`src/rtl/mc_ctr_pkg.sv`:
```
// Shared opcode, state and control-bundle definitions for the multi-cycle
// MIPS main controller.
package mc_ctr_pkg;

  localparam logic [5:0] OP_RTYPE = 6'b000000;
  localparam logic [5:0] OP_LW    = 6'b100011;
  localparam logic [5:0] OP_SW    = 6'b101011;
  localparam logic [5:0] OP_BEQ   = 6'b000100;
  localparam logic [5:0] OP_BNE   = 6'b000101;
  localparam logic [5:0] OP_J     = 6'b000010;
  localparam logic [5:0] OP_ADDI  = 6'b001000;

  localparam logic [1:0] ADD   = 2'b00;
  localparam logic [1:0] SUB   = 2'b01;
  localparam logic [1:0] FUNCT = 2'b10;

  typedef enum logic [3:0] {
    FETCH  = 4'd0,
    DECODE = 4'd1,
    MEMADR = 4'd2,
    MEMRD  = 4'd3,
    MEMWB  = 4'd4,
    MEMWR  = 4'd5,
    EXEC   = 4'd6,
    ALUWB  = 4'd7,
    BRANCH = 4'd8,
    JUMP   = 4'd9,
    ADDIEX = 4'd10,
    ADDIWB = 4'd11,
    ERR    = 4'd12
  } state_t;

  typedef struct packed {
    logic       pc_write;
    logic       pc_write_cond;
    logic       ior_d;
    logic       mem_read;
    logic       mem_write;
    logic       ir_write;
    logic       reg_dst;
    logic       mem_to_reg;
    logic       reg_write;
    logic       alu_src_a;
    logic [1:0] alu_src_b;
    logic [1:0] aluop;
    logic [1:0] pc_src;
    logic       branch_ne;
    logic       illegal_op;
    logic       bus_err;
  } ctl_t;

endpackage

```
`src/rtl/mc_ctr_wait.sv`:
```
// Memory wait counter: counts stalled cycles in a memory state and
// flags a timeout on the TIMEOUT-th consecutive stall.
module mc_ctr_wait #(
  parameter int unsigned TIMEOUT = 15
) (
  input  logic clk,
  input  logic reset,
  input  logic wait_st,
  input  logic mem_ready,
  output logic timeout
);

  logic [7:0] cnt_q;
  logic [7:0] cnt_d;

  always_comb begin
    cnt_d = cnt_q + 8'd1;
    if (!wait_st || mem_ready) cnt_d = '0;
  end

  // Fires on the stall that would bring the count to TIMEOUT.
  assign timeout = wait_st && !mem_ready &&
                   (cnt_q == 8'(TIMEOUT - 1));

  always_ff @(posedge clk or posedge reset) begin
    if (reset) cnt_q <= '0;
    else       cnt_q <= cnt_d;
  end

endmodule

```
`src/rtl/mc_ctr.sv`:
```
// Multi-cycle MIPS main control FSM with memory ready/timeout handshake.
// Optional MC_CTR_BNE_EN adds bne decoding and the branchNe output.
module mc_ctr
  import mc_ctr_pkg::*;
#(
  parameter int unsigned TIMEOUT = 15
) (
  input  logic       clk,
  input  logic       reset,
  input  logic [5:0] opCode,
  input  logic       memReady,
  output logic       pcWrite,
  output logic       pcWriteCond,
  output logic       iorD,
  output logic       memRead,
  output logic       memWrite,
  output logic       irWrite,
  output logic       regDst,
  output logic       memToReg,
  output logic       regWrite,
  output logic       aluSrcA,
  output logic [1:0] aluSrcB,
  output logic [1:0] aluop,
  output logic [1:0] pcSrc,
  output logic       branchNe,
  output logic       illegalOp,
  output logic       busErr
);

`ifdef MC_CTR_BNE_EN
  localparam logic BNE_EN = 1'b1;
`else
  localparam logic BNE_EN = 1'b0;
`endif

  state_t     state_q, state_d;
  logic [5:0] op_q, op_d;
  ctl_t       ctl, out;
  logic       wait_st, timeout;

  assign wait_st = (state_q == FETCH) ||
                   (state_q == MEMRD) ||
                   (state_q == MEMWR);

  mc_ctr_wait #(.TIMEOUT(TIMEOUT)) u_wait (
    .clk       (clk),
    .reset     (reset),
    .wait_st   (wait_st),
    .mem_ready (memReady),
    .timeout   (timeout)
  );

  always_comb begin
    state_d = state_q;
    op_d    = op_q;
    ctl     = '0;
    unique case (state_q)
      FETCH: begin
        ctl.mem_read  = 1'b1;
        ctl.alu_src_b = 2'b01;
        ctl.ir_write  = memReady;
        ctl.pc_write  = memReady;
        if (memReady)     state_d = DECODE;
        else if (timeout) state_d = ERR;
      end
      DECODE: begin
        ctl.alu_src_b = 2'b11;
        op_d = opCode;
        case (opCode)
          OP_LW, OP_SW: state_d = MEMADR;
          OP_RTYPE:     state_d = EXEC;
          OP_BEQ:       state_d = BRANCH;
          OP_J:         state_d = JUMP;
          OP_ADDI:      state_d = ADDIEX;
          OP_BNE: begin
            state_d        = BNE_EN ? BRANCH : FETCH;
            ctl.illegal_op = !BNE_EN;
          end
          default: begin
            state_d        = FETCH;
            ctl.illegal_op = 1'b1;
          end
        endcase
      end
      MEMADR: begin
        ctl.alu_src_a = 1'b1;
        ctl.alu_src_b = 2'b10;
        state_d = (op_q == OP_LW) ? MEMRD : MEMWR;
      end
      MEMRD: begin
        ctl.mem_read = 1'b1;
        ctl.ior_d    = 1'b1;
        if (memReady)     state_d = MEMWB;
        else if (timeout) state_d = ERR;
      end
      MEMWB: begin
        ctl.mem_to_reg = 1'b1;
        ctl.reg_write  = 1'b1;
        state_d = FETCH;
      end
      MEMWR: begin
        ctl.mem_write = 1'b1;
        ctl.ior_d     = 1'b1;
        if (memReady)     state_d = FETCH;
        else if (timeout) state_d = ERR;
      end
      EXEC: begin
        ctl.alu_src_a = 1'b1;
        ctl.aluop     = FUNCT;
        state_d = ALUWB;
      end
      ALUWB: begin
        ctl.reg_dst   = 1'b1;
        ctl.reg_write = 1'b1;
        state_d = FETCH;
      end
      BRANCH: begin
        ctl.alu_src_a     = 1'b1;
        ctl.aluop         = SUB;
        ctl.pc_write_cond = 1'b1;
        ctl.pc_src        = 2'b01;
        ctl.branch_ne     = BNE_EN && (op_q == OP_BNE);
        state_d = FETCH;
      end
      JUMP: begin
        ctl.pc_write = 1'b1;
        ctl.pc_src   = 2'b10;
        state_d = FETCH;
      end
      ADDIEX: begin
        ctl.alu_src_a = 1'b1;
        ctl.alu_src_b = 2'b10;
        ctl.aluop     = ADD;
        state_d = ADDIWB;
      end
      ADDIWB: begin
        ctl.reg_write = 1'b1;
        state_d = FETCH;
      end
      ERR: begin
        ctl.bus_err = 1'b1;
      end
      default: state_d = FETCH;
    endcase
  end

  always_ff @(posedge clk or posedge reset) begin
    if (reset) begin
      state_q <= FETCH;
      op_q    <= '0;
    end else begin
      state_q <= state_d;
      op_q    <= op_d;
    end
  end

  // Reset must silence the FETCH strobes that the reset state implies.
  always_comb out = reset ? '0 : ctl;

  assign pcWrite     = out.pc_write;
  assign pcWriteCond = out.pc_write_cond;
  assign iorD        = out.ior_d;
  assign memRead     = out.mem_read;
  assign memWrite    = out.mem_write;
  assign irWrite     = out.ir_write;
  assign regDst      = out.reg_dst;
  assign memToReg    = out.mem_to_reg;
  assign regWrite    = out.reg_write;
  assign aluSrcA     = out.alu_src_a;
  assign aluSrcB     = out.alu_src_b;
  assign aluop       = out.aluop;
  assign pcSrc       = out.pc_src;
  assign branchNe    = out.branch_ne;
  assign illegalOp   = out.illegal_op;
  assign busErr      = out.bus_err;

endmodule
```
`config.mk`:
```
export PLATFORM = sky130hd
export DESIGN_NAME = mc_ctr
export DESIGN_NICKNAME = d
export VERILOG_FILES = /design/src/rtl/mc_ctr_pkg.sv /design/src/rtl/mc_ctr_wait.sv /design/src/rtl/mc_ctr.sv
export SDC_FILE = /design/constraint.sdc
export NUM_CORES = 1
export LEC_CHECK = 0
export ABC_AREA = 1
export BUFFER_PORTS_ARGS = -buffer_cell sky130_fd_sc_hd__clkbuf_2
export CAP_MARGIN = 20
export CELL_PAD_IN_SITES_DETAIL_PLACEMENT = 0
export CELL_PAD_IN_SITES_GLOBAL_PLACEMENT = 1
export CORE_ASPECT_RATIO = 0.9
export CORE_UTILIZATION = 34
export DETAILED_ROUTE_END_ITERATION = 16
export PLACE_DENSITY = 0.76
export SLEW_MARGIN = 10
export SYNTH_ARGS = -nofsm -noshare
export SYNTH_HDL_FRONTEND = slang
export SYNTH_HIERARCHICAL = 1
export SYNTH_SLANG_ARGS = --single-unit
```
`constraint.sdc`:
```
create_clock -name clk -period 4.86 [get_ports clk]
set_input_delay 0.243 -clock clk [delete_from_list [all_inputs] [get_ports clk]]
set_output_delay 0.243 -clock clk [all_outputs]
set_load 0.05 [all_outputs]
```
# Word-level counts from Yosys, hierarchy flattened

Index checks and enable logic that the tools add are counted.

Add/sub/neg operators: 1
Equality and inequality tests: 19
Muxes and demuxes: 25
Reduce and logical (&&, ||, !) cells: 16

Operators with widths:

| kind                                                             | number |
|---|---|
| 4-bit case mux with 8 select lines                               | 1 |
| 4-bit == test (second input constant)                            | 5 |
| 4-bit case mux with 5 select lines                               | 1 |
| 19-bit two-way mux                                               | 1 |
| 6-bit == test (second input constant)                            | 3 |
| 4-bit by 3-bit == test with 1-bit output (second input constant) | 4 |
| 4-bit two-way mux                                                | 4 |
| 1-bit two-way mux                                                | 12 |
| 8-bit by 1-bit adder with 8-bit output (second input constant)   | 1 |
| 4-bit by 2-bit == test with 1-bit output (second input constant) | 2 |
| 8-bit by 4-bit == test with 1-bit output (second input constant) | 1 |
| 8-bit two-way mux                                                | 1 |
| 2-bit case mux with 2 select lines                               | 2 |
| 2-bit OR reduction                                               | 4 |
| 6-bit by 2-bit == test with 1-bit output (second input constant) | 1 |
| 6-bit by 3-bit == test with 1-bit output (second input constant) | 1 |
| 6-bit by 4-bit == test with 1-bit output (second input constant) | 1 |
| 6-bit zero test                                                  | 1 |
| 2-bit case mux with 3 select lines                               | 1 |
| 6-bit OR reduction                                               | 1 |
| 4-bit by 1-bit == test with 1-bit output (second input constant) | 1 |
| 4-bit zero test                                                  | 1 |
| 4-bit OR reduction                                               | 1 |
| 1-bit logical OR                                                 | 3 |
| 5 further kinds                                                  | 7 |

Register bits: 18
Logic and storage cells: 64

# Logic depth before layout (Yosys ltp)

Gate-level depths: netlist (run 1).

Word-level depth: 8
Mapped depth: 13
Gate-level depth less buffers: 13

# Cells and area by module

Netlist (run 1), hierarchy kept.

By module, submodules not included:

| module      | times used | cells each | area an instance (µm²) |
|---|---|---|---|
| mc_ctr      | 1          | 130        | 860.8 |
| mc_ctr_wait | 1          | 52         | 405.4 |

# Worst setup path after synthesis (run 1)

OpenSTA, ideal clock, no wires.

Kind: register -> output
Start: reg state_q[2]
End: out regDst
Arrival time: 2.059 ns
Data required time: 4.617 ns
Setup slack: 2.558 ns
Stages on the path, launching flop included: 3
Buffers on the path: 0
Path through: dfrtp_1 inv_4 nor4_1

Word-level cells in the longest chain between the ends: 3

RTL lines:

| item                                     | line          | text |
|---|---|---|
| from (decl)                              | mc_ctr.sv:36  | `state_t state_q, state_d;` |
| from (signal assigned)                   | mc_ctr.sv:152 | `state_q <= state_d;` |
| 4-bit by 3-bit == test with 1-bit output | mc_ctr.sv:57  | `unique case (state_q)` |
| 1-bit two-way mux                        | mc_ctr.sv:57  |  |
| 19-bit two-way mux                       | mc_ctr.sv:158 | `always_comb out = reset ? '0 : ctl;` |
| to (decl)                                | mc_ctr.sv:18  | `output logic regDst,` |

Every way passes these cells.

# Worst setup path in the final report (run 1)

Start: reg state_q[1]
End: reg state_q[2]

Word-level cells in the longest chain between the ends: 8

RTL lines:

| item                                                                               | line                       | text |
|---|---|---|
| 4-bit by 2-bit == test with 1-bit output / 4-bit zero test (equally long branches) | mc_ctr.sv:42, mc_ctr.sv:41 |  |
| 1-bit logical OR                                                                   | mc_ctr.sv:41               | `assign wait_st = (state_q == FETCH) \|\|` |
| 1-bit logical OR (*)                                                               | mc_ctr.sv:42               | `(state_q == MEMRD) \|\|` |
| via wait_st                                                                        | mc_ctr.sv:39               | `logic wait_st, timeout;` |
| 1-bit logical AND (*) (2 in series)                                                | mc_ctr_wait.sv:22          | `assign timeout = wait_st && !mem_ready &&` |
| via timeout                                                                        | mc_ctr.sv:39               |  |
| 4-bit two-way mux (*)                                                              | -                          |  |
| 4-bit two-way mux, on equally long branches                                        | -                          |  |
| 4-bit case mux with 8 select lines (*)                                             | mc_ctr.sv:57               |  |

The timed path passes the listed nets; every way through them passes the cells marked *.
A chain may end at the register's enable or synchronous reset.

==> results of run 1 <==
==> layout make-up <==
type,instances,area [um2]
timing repair buffer,26,130
sequential,18,450
fill,357,2010
multi-input combinational,139,702
tap,44,55.1
inverter,21,91.3
clock buffer,3,41.3
==> cell families after synthesis <==
group                    count (synthesis)  share of synthesized area
adder cells (fa/ha/maj)                  2                     0.0198
AO/OA/AOI/OAI                           22                     0.0899
flip-flops                              18                      0.356
other                                    1                    0.00296
buffers and inverters                   25                     0.0899
AND/OR/NAND/NOR                        114                      0.442
==> cell usage after synthesis (2+ instances only) <==
library cell  number  area [um2]
nor2_2             3        18.8
nor2_1            40         150
nand2_1           42         158
inv_1             18        67.6
nand2_2            2        12.5
a21oi_1            8        40.0
buf_4              2        15.0
ha_1               2        25.0
nand3_1            7        35.0
nand4_1            4        25.0
nor3_1             5        25.0
clkbuf_1           2        7.51
inv_4              2        12.5
dfrtp_1           18         450
o21ai_0           12        60.1
nor2_4             3        33.8
==> critical path, stage by stage (launching register included) <==
cell and delay [ns]:
dfrtp_1 0.43, nor2_1 0.28, nand2_1 0.16, nand3_4 0.12, inv_1 0.07, nor2_4 0.13, nand3_1 0.08, nor3_1 0.27
or2_2 0.18, nor2_1 0.04, a21oi_1 0.13, nand2_1 0.08, nand3_2 0.06
==> registers in the layout (all words and copies together), names as in the netlist <==
register and count:
op_q 6, state_q 4, u_wait/cnt_q 8
==> path summary, 6_finish.rpt <==
check / start / end / slack (ns) / depth (start not counted)
max: state_q[1]$_DFFE_PP0P_ / state_q[2]$_DFFE_PP0P_ / 2.76 / 12
min: reset / u_wait/cnt_q[3]$_DFF_PP0_ / 0.15 / 2
max reg2reg: state_q[1]$_DFFE_PP0P_ / state_q[2]$_DFFE_PP0P_ / 2.76 / 12
min reg2reg: op_q[3]$_DFFE_PP0P_ / op_q[3]$_DFFE_PP0P_ / 0.48 / 2
max in group asynchronous: reset / op_q[2]$_DFFE_PP0P_ / 4.36 / 2
min in group clk: opCode[1] / op_q[1]$_DFFE_PP0P_ / 0.24 / 3
==> through the flow <==
step | instance area [um2] | setup slack, ns
after floorplan | 1270 | 2.56
after global placement | 1430 | 2.89
after detailed placement | 1430 | 2.79
after CTS | 1470 | 2.76
after global routing | 1470 | 2.47
final | 1470 | 2.76
==> routing by layer <==
metal	up-vias	global-route usage	wire length, um
met3	2	0.0363	142
met4	0	0.0274	8
met2	31	0.265	1250
met5	-	0	0
li1	629	-	-
met1	525	0.212	1370
==> power groups by stage <==
| stage | Clock [W] | Sequential, W | Combinational (W) |
|---|---|---|---|
| 2_1_floorplan | 0 | 0.000218 | 0.000284 |
| 3_3_place_gp | 0 | 0.000222 | 0.000343 |
| 3_5_place_dp | 0 | 0.000224 | 0.000345 |
| 4_1_cts | 0.000103 | 0.000222 | 0.000346 |
| 5_1_grt | 0.000111 | 0.000227 | 0.000379 |
| 6_report | 0.0000995 | 0.000222 | 0.000343 |
==> impl_metrics.prom, run 1 <==
# TYPE chip_impl_metric gauge
chip_impl_metric{name="cts-root-to-sink-buffers",unit=""} 2
chip_impl_metric{name="clk_pin_slew_worst_paths",unit="ns"} 0.06
chip_impl_metric{name="total_of_hold_buffers_inserted_after_clock_tree_synthesis",unit=""} 0
chip_impl_info{name="layout.cells.most_common_list",value="nand2_1, nor2_1, clkbuf_2"} 1
chip_impl_info{name="mostFrequentLayoutCell",value="nand2_1"} 1
chip_impl_metric{name="fmaxAchievable",unit="MHz"} 476
chip_impl_metric{name="pwr-share-clk",unit=""} 0.150
chip_impl_metric{name="total_power",unit="W"} 0.000665
chip_impl_metric{name="timing.final.max_slew_violations",unit=""} 0
chip_impl_metric{name="ir_drop",unit="mV"} 0.200
chip_impl_metric{name="die-area",unit="um2"} 3970
chip_impl_metric{name="powerDensity",unit="nW/um2"} 452
chip_impl_metric{name="async_reset_ff_frac",unit=""} 1.00
chip_impl_metric{name="grt_pass1_vias",unit=""} 1075
chip_impl_metric{name="final-hold-violation-count",unit=""} 0
chip_impl_info{name="worstSetupStartpointType",value="flip-flop"} 1
chip_impl_metric{name="yosysSeqAreaShare",unit=""} 0.356
chip_impl_metric{name="mappedNetlistArea",unit="um2"} 1270
chip_impl_info{name="clock_tree_from_tritoncts",value="built"} 1
chip_impl_metric{name="place.gp.congestion",unit=""} 0.815
chip_impl_metric{name="vias_per_cell",unit=""} 4.73
chip_impl_metric{name="num_antenna_cells",unit=""} 0
chip_impl_metric{name="sw_frac_of_total",unit=""} 0.488
chip_impl_metric{name="power_report.internal_total",unit="W"} 0.000340
chip_impl_metric{name="routed_wire_length_per_instance",unit="um"} 11.0
chip_impl_metric{name="tritoncts_num_sinks",unit=""} 18
chip_impl_metric{name="cts_setup_buffers",unit=""} 0
chip_impl_metric{name="tritoncts.num_buffers",unit=""} 3
chip_impl_metric{name="total_grt_usage",unit=""} 0.159
chip_impl_metric{name="dieHeight",unit="um"} 59.9
chip_impl_metric{name="final_layout_size_suffix_gt1_frac",unit=""} 0.227
chip_impl_metric{name="total_nets_after_synthesis",unit=""} 193
chip_impl_metric{name="detail_route.first_pass.iterations",unit=""} 4
chip_impl_metric{name="layout.core_utilization",unit=""} 0.423
chip_impl_metric{name="post_cts_resized",unit=""} 0
chip_impl_metric{name="net-switching-power",unit="W"} 0.000324
chip_impl_metric{name="seq_power_share",unit=""} 0.334
chip_impl_metric{name="final-setup-viol-count",unit=""} 0
chip_impl_metric{name="final_cell_count_no_fill",unit=""} 251
chip_impl_metric{name="layout_worst_path_cycle_share",unit=""} 0.432
chip_impl_info{name="critPathCaptureType",value="flip-flop"} 1
chip_impl_metric{name="syn_to_final_growth",unit="%"} 16.1
chip_impl_metric{name="finalSetupTns",unit="ns"} 0
chip_impl_metric{name="ys_ff_latch",unit=""} 18
chip_impl_metric{name="finalWorstPathRequiredPeriod",unit="ns"} 2.10
chip_impl_metric{name="fp.dieW",unit="um"} 66.3
chip_impl_metric{name="globalRouteOverflowTotal",unit=""} 0
chip_impl_metric{name="max_cap_violations",unit=""} 0
chip_impl_metric{name="worst_skew",unit="ns"} 0.00350
chip_impl_info{name="ctsRootBufferMaster",value="clkbuf_8"} 1
chip_impl_metric{name="placement.io_buffers",unit=""} 26
chip_impl_metric{name="antenna_found_initial",unit=""} 0
chip_impl_metric{name="post_synth_inst_count",unit=""} 182
chip_impl_metric{name="cp_data_required_time",unit="ns"} 5.05
chip_impl_metric{name="num-nets-final",unit=""} 220
chip_impl_metric{name="total_leakage_power",unit="nW"} 0.754
chip_impl_metric{name="synth.yosys.warnings",unit=""} 6
chip_impl_metric{name="rows",unit=""} 20
chip_impl_metric{name="cts.htree.levels",unit=""} 1
chip_impl_info{name="holdCritPathClass",value="primary input to asynchronous set/reset pin"} 1
chip_impl_metric{name="synth_edf_count",unit=""} 0
chip_impl_metric{name="drtIter0Drc",unit=""} 80
chip_impl_metric{name="route.vias.total",unit=""} 1187
chip_impl_metric{name="worst_skew_pair.late_latency",unit="ns"} 0.25
chip_impl_info{name="path_class",value="flip-flop to flip-flop"} 1
chip_impl_info{name="yosys_most_used_dff",value="dfrtp_1"} 1
chip_impl_metric{name="synthDistinctLibCells",unit=""} 28
chip_impl_metric{name="crit_fanout",unit=""} 6
chip_impl_metric{name="core_area",unit="um2"} 3480
chip_impl_metric{name="start_util",unit=""} 0.364
chip_impl_metric{name="wirelength",unit="um"} 2770
chip_impl_metric{name="post-route-drc-count",unit=""} 0
chip_impl_metric{name="antenna_left",unit=""} 0
chip_impl_metric{name="first_pass_grt_wire_length",unit="um"} 4750
chip_impl_metric{name="ioPinCount",unit=""} 28
chip_impl_metric{name="pwr-share-comb",unit=""} 0.516
chip_impl_info{name="status",value="finished, final reports clean"} 1
chip_impl_metric{name="worst-endpoint-arrival",unit="ns"} 2.29
chip_impl_metric{name="final.hold.worst_slack",unit="ns"} 0.152
chip_impl_metric{name="dp.final_hpwl",unit="um"} 2290
chip_impl_metric{name="numPlacedInstances",unit=""} 248
chip_impl_metric{name="synthesis.area_per_instance",unit="um2"} 6.96
chip_impl_info{name="grt_setup_unrepaired",value="no"} 1
chip_impl_metric{name="pin_count_of_the_biggest_net_entering_global_routing",unit=""} 19
Note: power is estimated with default switching activity, not from simulation.
==> run 2: changes to the inputs <==
ABC_AREA = 0   (was 1)
PLACE_DENSITY = 0.75   (was 0.76)
clock period = 1.8 ns   (was 4.86 ns; I/O delays follow)
==> run 2 against run 1 <==
Fmax is 5.5% lower. Clock skew is 0.0029 ns lower. Sequential share of layout area is 6.8 points lower. Worst setup slack worse by 3.2 ns. Via count up 11%. Synthesized area grew 6.0%. Register-to-register slack got worse by 3.2 ns. Utilization is 8.4 points higher. Critical path type unchanged. The flow now finishes with violations (setup timing). Total power rose to 2.5 times the previous value. Global-route usage rose by 1.4 points. Clock power rose to 3.3 times the previous value. Cell count fell by 1.6%.
==> impl_metrics.prom, run 2 <==
# TYPE chip_impl_metric gauge
chip_impl_metric{name="async_reset_ff_frac",unit=""} 1.00
chip_impl_metric{name="total_grt_usage",unit=""} 0.172
chip_impl_metric{name="layout_worst_path_cycle_share",unit=""} 1.24
chip_impl_info{name="critPathCaptureType",value="flip-flop"} 1
chip_impl_info{name="largest-register",value="u_wait/cnt_q"} 1
chip_impl_metric{name="finalSetupTns",unit="ns"} -3.97
chip_impl_metric{name="critical_path.max_stage_delay",unit="ns"} 0.44
chip_impl_metric{name="worst-endpoint-arrival",unit="ns"} 2.42
chip_impl_info{name="status",value="finished with violations"} 1
chip_impl_metric{name="syn_to_final_growth",unit="%"} 41.9
chip_impl_metric{name="ioPinCount",unit=""} 28
chip_impl_info{name="layout.cells.most_common_list",value="buf_4, nor2_1, clkbuf_2, dfrtp_1"} 1
chip_impl_metric{name="final.hold.worst_slack",unit="ns"} 0.155
chip_impl_info{name="ctsRootBufferMaster",value="clkbuf_8"} 1
chip_impl_metric{name="vias_per_cell",unit=""} 5.34
chip_impl_metric{name="dp.final_hpwl",unit="um"} 2350
chip_impl_metric{name="drtIter0Drc",unit=""} 91
chip_impl_metric{name="synthDistinctLibCells",unit=""} 45
chip_impl_metric{name="crit_fanout",unit=""} 5
chip_impl_metric{name="num_antenna_cells",unit=""} 0
chip_impl_metric{name="mappedNetlistArea",unit="um2"} 1340
chip_impl_info{name="holdCritPathClass",value="primary input to flip-flop"} 1
chip_impl_metric{name="post_synth_inst_count",unit=""} 159
chip_impl_metric{name="clk_pin_slew_worst_paths",unit="ns"} 0.07
chip_impl_metric{name="num-nets-final",unit=""} 213
chip_impl_info{name="synth_area_leader_cell",value="dfrtp_1"} 1
chip_impl_metric{name="routed_wire_length_per_instance",unit="um"} 13.9
chip_impl_metric{name="antenna_left",unit=""} 0
chip_impl_metric{name="final-setup-viol-count",unit=""} 14
chip_impl_metric{name="start_util",unit=""} 0.357
chip_impl_metric{name="worst_skew",unit="ns"} 0.000559
chip_impl_metric{name="cp_data_required_time",unit="ns"} 1.99
chip_impl_metric{name="register_to_register_setup_slack",unit="ns"} -0.42
chip_impl_metric{name="synth-simple-area-share",unit=""} 0.345
chip_impl_metric{name="cts-root-to-sink-buffers",unit=""} 2
chip_impl_metric{name="fmaxAchievable",unit="MHz"} 450
chip_impl_metric{name="ys_ff_latch",unit=""} 18
chip_impl_info{name="yosys.cell_count.top_type",value="nor2_1"} 1
chip_impl_info{name="critical-path-slowest-cell",value="dfrtp_2"} 1
chip_impl_info{name="clock_tree_from_tritoncts",value="built"} 1
chip_impl_metric{name="route.vias.total",unit=""} 1318
chip_impl_metric{name="detail_route.first_pass.iterations",unit=""} 4
chip_impl_metric{name="first_pass_grt_wire_length",unit="um"} 5330
chip_impl_metric{name="finish.instance_area",unit="um2"} 1910
chip_impl_metric{name="synth.yosys.warnings",unit=""} 6
chip_impl_metric{name="synth-xor-area-share",unit=""} 0.0457
chip_impl_metric{name="rows",unit=""} 21
chip_impl_metric{name="finalWorstPathRequiredPeriod",unit="ns"} 2.22
chip_impl_info{name="synth.cells.most_frequent",value="nor2_1, dfrtp_1, a21oi_1, nand2_1"} 1
chip_impl_metric{name="yosys-mux-area-fraction",unit=""} 0.0503
chip_impl_metric{name="wirelength",unit="um"} 3420
chip_impl_metric{name="post_dp_cell_area",unit="um2"} 1590
chip_impl_metric{name="placement.io_buffers",unit=""} 26
chip_impl_metric{name="synth.top_cell.area_share",unit=""} 0.336
chip_impl_metric{name="cts.htree.levels",unit=""} 1
chip_impl_info{name="mostFrequentLayoutCell",value="buf_4"} 1
chip_impl_info{name="yosys_most_used_dff",value="dfrtp_1"} 1
chip_impl_metric{name="grt_pass1_vias",unit=""} 1144
chip_impl_metric{name="ir_drop",unit="mV"} 0.370
chip_impl_metric{name="synth_edf_count",unit=""} 0
chip_impl_metric{name="total_leakage_power",unit="nW"} 0.839
chip_impl_metric{name="post-route-worst-setup-slack",unit="ns"} -0.424
chip_impl_metric{name="core_area",unit="um2"} 3760
chip_impl_metric{name="powerDensity",unit="nW/um2"} 876
chip_impl_metric{name="place.gp.congestion",unit=""} 0.755
chip_impl_metric{name="synth-compound-area-share",unit=""} 0.127
chip_impl_metric{name="die-area",unit="um2"} 4200
chip_impl_info{name="path_class",value="flip-flop to flip-flop"} 1
chip_impl_metric{name="post_synth_fa_ha_maj_area_fraction",unit=""} 0.0186
chip_impl_metric{name="worst_path_buf_inv",unit=""} 0
chip_impl_metric{name="antenna_found_initial",unit=""} 0
chip_impl_metric{name="dieHeight",unit="um"} 61.6
chip_impl_metric{name="globalRouteOverflowTotal",unit=""} 0
chip_impl_info{name="path_delay_family",value="simple AND/OR/NAND/NOR gates"} 1
chip_impl_metric{name="post-route-drc-count",unit=""} 0
chip_impl_metric{name="largest_register_ffs",unit=""} 8
chip_impl_metric{name="final_layout_size_suffix_gt1_frac",unit=""} 0.423
chip_impl_metric{name="timing.final.max_slew_violations",unit=""} 0
chip_impl_metric{name="worst_skew_pair.late_latency",unit="ns"} 0.25
chip_impl_metric{name="yosysSeqAreaShare",unit=""} 0.336
chip_impl_metric{name="layout.core_utilization",unit=""} 0.507
chip_impl_metric{name="final-hold-violation-count",unit=""} 0
chip_impl_metric{name="tritoncts_num_sinks",unit=""} 18
chip_impl_info{name="violations",value="setup timing"} 1
chip_impl_metric{name="pin_count_of_the_biggest_net_entering_global_routing",unit=""} 18
chip_impl_metric{name="tritoncts.num_buffers",unit=""} 3
chip_impl_info{name="grt_setup_unrepaired",value="yes"} 1
chip_impl_info{name="worstSetupStartpointType",value="flip-flop"} 1
chip_impl_info{name="biggestRegsByFlops",value="u_wait/cnt_q x8, op_q x6, state_q x4"} 1
chip_impl_metric{name="max_cap_violations",unit=""} 0
chip_impl_info{name="synth_area_leaders",value="dfrtp_1, nor2_1, mux2_2, nor4b_1, nor4_1"} 1
chip_impl_metric{name="total_nets_after_synthesis",unit=""} 170
chip_impl_metric{name="fp.dieW",unit="um"} 68.2
chip_impl_metric{name="synthesis.area_per_instance",unit="um2"} 8.44
chip_impl_info{name="synth_top_family_by_area",value="simple AND/OR/NAND/NOR gates"} 1
chip_impl_info{name="cell_breakdown_of_the_critical_path",value="xor2_2 > a21oi_1 > nor2_1 > nor2b_4 > nand4_1 > nor4b_4 > nor4bb_2 > o21ai_1 > o41ai_2 > a21o_1"} 1
chip_impl_metric{name="place_ws",unit="ns"} -0.307
==> run 2: timing repair <==
| item | in CTS | in global routing |
|---|---|---|
| resized for setup | 19 | 28 |
| endpoints found under the setup margin | 13 | 29 |
| endpoints found under the hold margin | 8 | 0 |
| pin swaps | 5 | 9 |
| buffers inserted | 10 | 5 |
| hold buffers | 1 | 0 |
==> run 2: final timing paths <==
| path | start | end | cells after the start |
|---|---|---|---|
| worst max-delay path | state_q[1]$_DFFE_PP0P_ | state_q[3]$_DFFE_PP0P_ | 10 |
| worst min-delay path | opCode[4] | op_q[4]$_DFFE_PP0P_ | 2 |
| worst max register to register | state_q[1]$_DFFE_PP0P_ | state_q[3]$_DFFE_PP0P_ | 10 |
| worst min register to register | op_q[5]$_DFFE_PP0P_ | op_q[5]$_DFFE_PP0P_ | 1 |
| max in group asynchronous | reset | state_q[0]$_DFFE_PP0P_ | 4 |
| min in group asynchronous | reset | u_wait/cnt_q[4]$_DFF_PP0_ | 3 |
==> run 2: metrics by stage <==
stage / total power (W) / std cells
floorplan: 0.000993 / 159
global placement: 0.00110 / 227
detailed placement: 0.00111 / 227
CTS: 0.00155 / 242
global route: 0.00176 / 247
finish: 0.00167 / 247
==> run 2: final cells by class <==
type / instances / area [um2]
Clock buffer: 4 / 55.1
Fill cell: 345 / 1850
Multi-Input combinational cell: 123 / 925
Sequential cell: 18 / 454
Inverter: 4 / 15.0
Timing Repair Buffer: 52 / 399
Tap cell: 46 / 57.6
==> run 2: cells by family (layout without fill, tap and decap cells) <==
| kind of cell | count (synthesis) | after routing |
|---|---|---|
| adder cells (fa/ha/maj) | 2 | 2 |
| AO/OA/AOI/OAI | 27 | 27 |
| flip-flops | 18 | 18 |
| multiplexers | 6 | 6 |
| buffers and inverters | 18 | 60 |
| XOR/XNOR | 7 | 7 |
| AND/OR/NAND/NOR | 80 | 80 |
| other | 1 | 1 |
==> run 2: report_power, final <==
group	total [W]	internal (W)	switching (W)
clock network	0.000329	0.000194	0.000135
registers	0.000549	0.000490	0.0000585
logic	0.000792	0.000394	0.000398
total	0.00167	0.00108	0.000591
==> run 2: metal layers <==
metal	vias to the layer above	global-route usage	part of all wire
met3	2	0.0278	0.030
li1	643	-	-
met4	0	0.0476	0.0056
met5	-	0	0
met2	34	0.282	0.48
met1	639	0.236	0.48
==> run 3: changes to the inputs <==
ABC_CLOCK_PERIOD_IN_PS = 1800   (was unset)
CAP_MARGIN = unset   (was 20)
SETUP_SLACK_MARGIN = 0.2   (was unset)
==> run 3 against run 2 <==
The run still ends with setup timing left. Clock skew is 0.0050 ns higher. Worst hold slack lost 0.073 ns. Critical path depth unchanged. Utilization up 11 points. Non-clock buffer count is 10 higher. Die area stayed put. Largest power group unchanged. Highest routed layer unchanged.
==> impl_metrics.prom, run 3 (synthesized netlist as in run 2, its figures left out) <==
# TYPE chip_impl_metric gauge
chip_impl_info{name="status",value="finished with violations"} 1
chip_impl_info{name="violations",value="setup timing"} 1
chip_impl_info{name="ctsRootBufferMaster",value="clkbuf_8"} 1
chip_impl_metric{name="place.gp.congestion",unit=""} 0.844
chip_impl_metric{name="ioPinCount",unit=""} 28
chip_impl_metric{name="finalWorstPathRequiredPeriod",unit="ns"} 2.14
chip_impl_metric{name="antenna_found_initial",unit=""} 0
chip_impl_metric{name="drtIter0Drc",unit=""} 78
chip_impl_metric{name="post-route-worst-setup-slack",unit="ns"} -0.344
chip_impl_metric{name="start_util",unit=""} 0.357
chip_impl_info{name="biggestRegsByFlops",value="u_wait/cnt_q x8, op_q x6, state_q x4"} 1
chip_impl_metric{name="post-route-drc-count",unit=""} 0
chip_impl_info{name="grt_setup_unrepaired",value="yes"} 1
chip_impl_info{name="mostFrequentLayoutCell",value="buf_4"} 1
chip_impl_metric{name="net-switching-power",unit="W"} 0.000674
chip_impl_metric{name="num-nets-final",unit=""} 223
chip_impl_metric{name="final-hold-violation-count",unit=""} 0
chip_impl_metric{name="pwr-share-comb",unit=""} 0.529
chip_impl_metric{name="antenna_left",unit=""} 0
chip_impl_metric{name="timing.final.max_slew_violations",unit=""} 0
chip_impl_metric{name="final-setup-viol-count",unit=""} 18
chip_impl_metric{name="register_to_register_setup_slack",unit="ns"} -0.34
chip_impl_metric{name="worst_skew_pair.late_latency",unit="ns"} 0.26
chip_impl_info{name="worstSetupStartpointType",value="flip-flop"} 1
chip_impl_metric{name="total_leakage_power",unit="nW"} 0.969
chip_impl_metric{name="syn_to_final_growth",unit="%"} 73.5
chip_impl_metric{name="max_cap_violations",unit=""} 0
chip_impl_metric{name="core_area",unit="um2"} 3760
chip_impl_metric{name="cp_data_required_time",unit="ns"} 1.92
chip_impl_metric{name="worst-r2r-cell-count",unit=""} 10
chip_impl_metric{name="total_grt_usage",unit=""} 0.192
chip_impl_metric{name="pwr-share-clk",unit=""} 0.177
chip_impl_metric{name="grt_pass1_vias",unit=""} 1257
chip_impl_metric{name="final_layout_size_suffix_gt1_frac",unit=""} 0.550
chip_impl_metric{name="cts-root-to-sink-buffers",unit=""} 2
chip_impl_metric{name="post_dp_cell_area",unit="um2"} 1670
chip_impl_metric{name="final.hold.worst_slack",unit="ns"} 0.0818
chip_impl_metric{name="largest_register_ffs",unit=""} 8
chip_impl_metric{name="globalRouteOverflowTotal",unit=""} 0
chip_impl_metric{name="layout_worst_path_cycle_share",unit=""} 1.19
chip_impl_info{name="layout.cells.most_common_list",value="buf_4, dfrtp_1, nor2_1, buf_6, buf_8"} 1
chip_impl_metric{name="worst-endpoint-arrival",unit="ns"} 2.27
chip_impl_metric{name="dp.final_hpwl",unit="um"} 2570
chip_impl_info{name="critPathCaptureType",value="flip-flop"} 1
chip_impl_metric{name="crit_fanout",unit=""} 5
chip_impl_metric{name="route.vias.total",unit=""} 1392
chip_impl_metric{name="cts.htree.levels",unit=""} 1
chip_impl_metric{name="total_of_hold_buffers_inserted_after_clock_tree_synthesis",unit=""} 0
chip_impl_metric{name="dieHeight",unit="um"} 61.6
chip_impl_metric{name="worst_skew",unit="ns"} 0.00554
chip_impl_info{name="worstSetupStartpoint",value="state_q[2]$_DFFE_PP0P_"} 1
chip_impl_metric{name="die-area",unit="um2"} 4200
chip_impl_metric{name="tritoncts.num_buffers",unit=""} 3
chip_impl_metric{name="wirelength",unit="um"} 4020
chip_impl_metric{name="num_antenna_cells",unit=""} 0
chip_impl_metric{name="total_power",unit="W"} 0.00187
chip_impl_info{name="largest-register",value="u_wait/cnt_q"} 1
chip_impl_info{name="worst_r2r_endpoint",value="state_q[1]$_DFFE_PP0P_"} 1
chip_impl_metric{name="finish.instance_area",unit="um2"} 2330
chip_impl_metric{name="sw_frac_of_total",unit=""} 0.360
chip_impl_metric{name="placement.io_buffers",unit=""} 26
chip_impl_metric{name="routed_wire_length_per_instance",unit="um"} 15.6
chip_impl_metric{name="powerDensity",unit="nW/um2"} 804
chip_impl_metric{name="detail_route.first_pass.iterations",unit=""} 5
chip_impl_metric{name="seq_power_share",unit=""} 0.295
chip_impl_metric{name="clk_pin_slew_worst_paths",unit="ns"} 0.07
chip_impl_info{name="holdCritPathClass",value="primary input to asynchronous set/reset pin"} 1
chip_impl_metric{name="ir_drop",unit="mV"} 0.415
chip_impl_metric{name="vias_per_cell",unit=""} 5.42
chip_impl_metric{name="tritoncts_num_sinks",unit=""} 18
chip_impl_metric{name="power_report.internal_total",unit="W"} 0.00120
chip_impl_info{name="path_class",value="flip-flop to flip-flop"} 1
chip_impl_metric{name="fp.dieW",unit="um"} 68.2
chip_impl_metric{name="rows",unit=""} 21
chip_impl_metric{name="pin_count_of_the_biggest_net_entering_global_routing",unit=""} 18
chip_impl_info{name="timing.rr.start",value="state_q[2]$_DFFE_PP0P_"} 1
chip_impl_info{name="clock_tree_from_tritoncts",value="built"} 1
chip_impl_metric{name="first_pass_grt_wire_length",unit="um"} 5890
chip_impl_metric{name="fmaxAchievable",unit="MHz"} 466
## run 3: routing by layer
layer,part of all wire,global-route usage,vias up,wire length [um]
li1,-,-,671,-
met1,0.44,0.247,678,1750
met2,0.53,0.325,39,2120
met3,0.030,0.0370,4,122
met4,0.0060,0.0595,0,24
met5,0,0,-,0
## run 3: layout make-up
cell class | instances | area, um2
fill | 301 | 1430
sequential | 18 | 454
multi-input combinational | 123 | 1090
timing repair buffer | 62 | 652
tap | 46 | 57.6
inverter | 4 | 18.8
clock buffer | 4 | 55.1
## run 3: worst max path at each step
stage / end / cells after the start
final: state_q[1]$_DFFE_PP0P_ / 10
after global routing: state_q[1]$_DFFE_PP0P_ / 10
after CTS: state_q[1]$_DFFE_PP0P_ / 10
after detailed placement: state_q[1]$_DFFE_PP0P_ / 10
after global placement: state_q[1]$_DFFE_PP0P_ / 10
after floorplan: state_q[1]$_DFFE_PP0P_ / 11
## run 3: power groups by stage
stage	sequential [W]	combinational [W]	clock (W)
after floorplan	0.000535	0.000490	0
after global placement	0.000542	0.000594	0
after detailed placement	0.000553	0.000610	0
after CTS	0.000550	0.000854	0.000339
after global routing	0.000559	0.00105	0.000358
final	0.000552	0.000990	0.000331
## run 3: what timing repair did
action | CTS | global route
pin swaps | 10 | 18
setup buffers | 11 | 10
endpoints found under the setup margin | 26 | 29
resized for setup | 56 | 57
## run 3: critical path: stages (launching register included)
cell,delay [ns]
dfrtp_2,0.44
xor2_2,0.21
a21oi_2,0.08
nor2_1,0.11
nor2b_2,0.17
nand4_1,0.14
nor4b_4,0.37
nor2_1,0.10
and3_1,0.15
o21ai_1,0.13
o311ai_1,0.12
## run 3: stage by stage
step,util,worst slack [ns],setup TNS [ns],cells
after floorplan,-,-0.220,-0.831,159
after global placement,0.445,-0.199,-0.598,232
after detailed placement,0.445,-0.318,-0.974,232
after CTS,0.545,-0.274,-1.15,247
after global routing,0.620,-0.438,-3.96,257
final,0.620,-0.344,-2.82,257
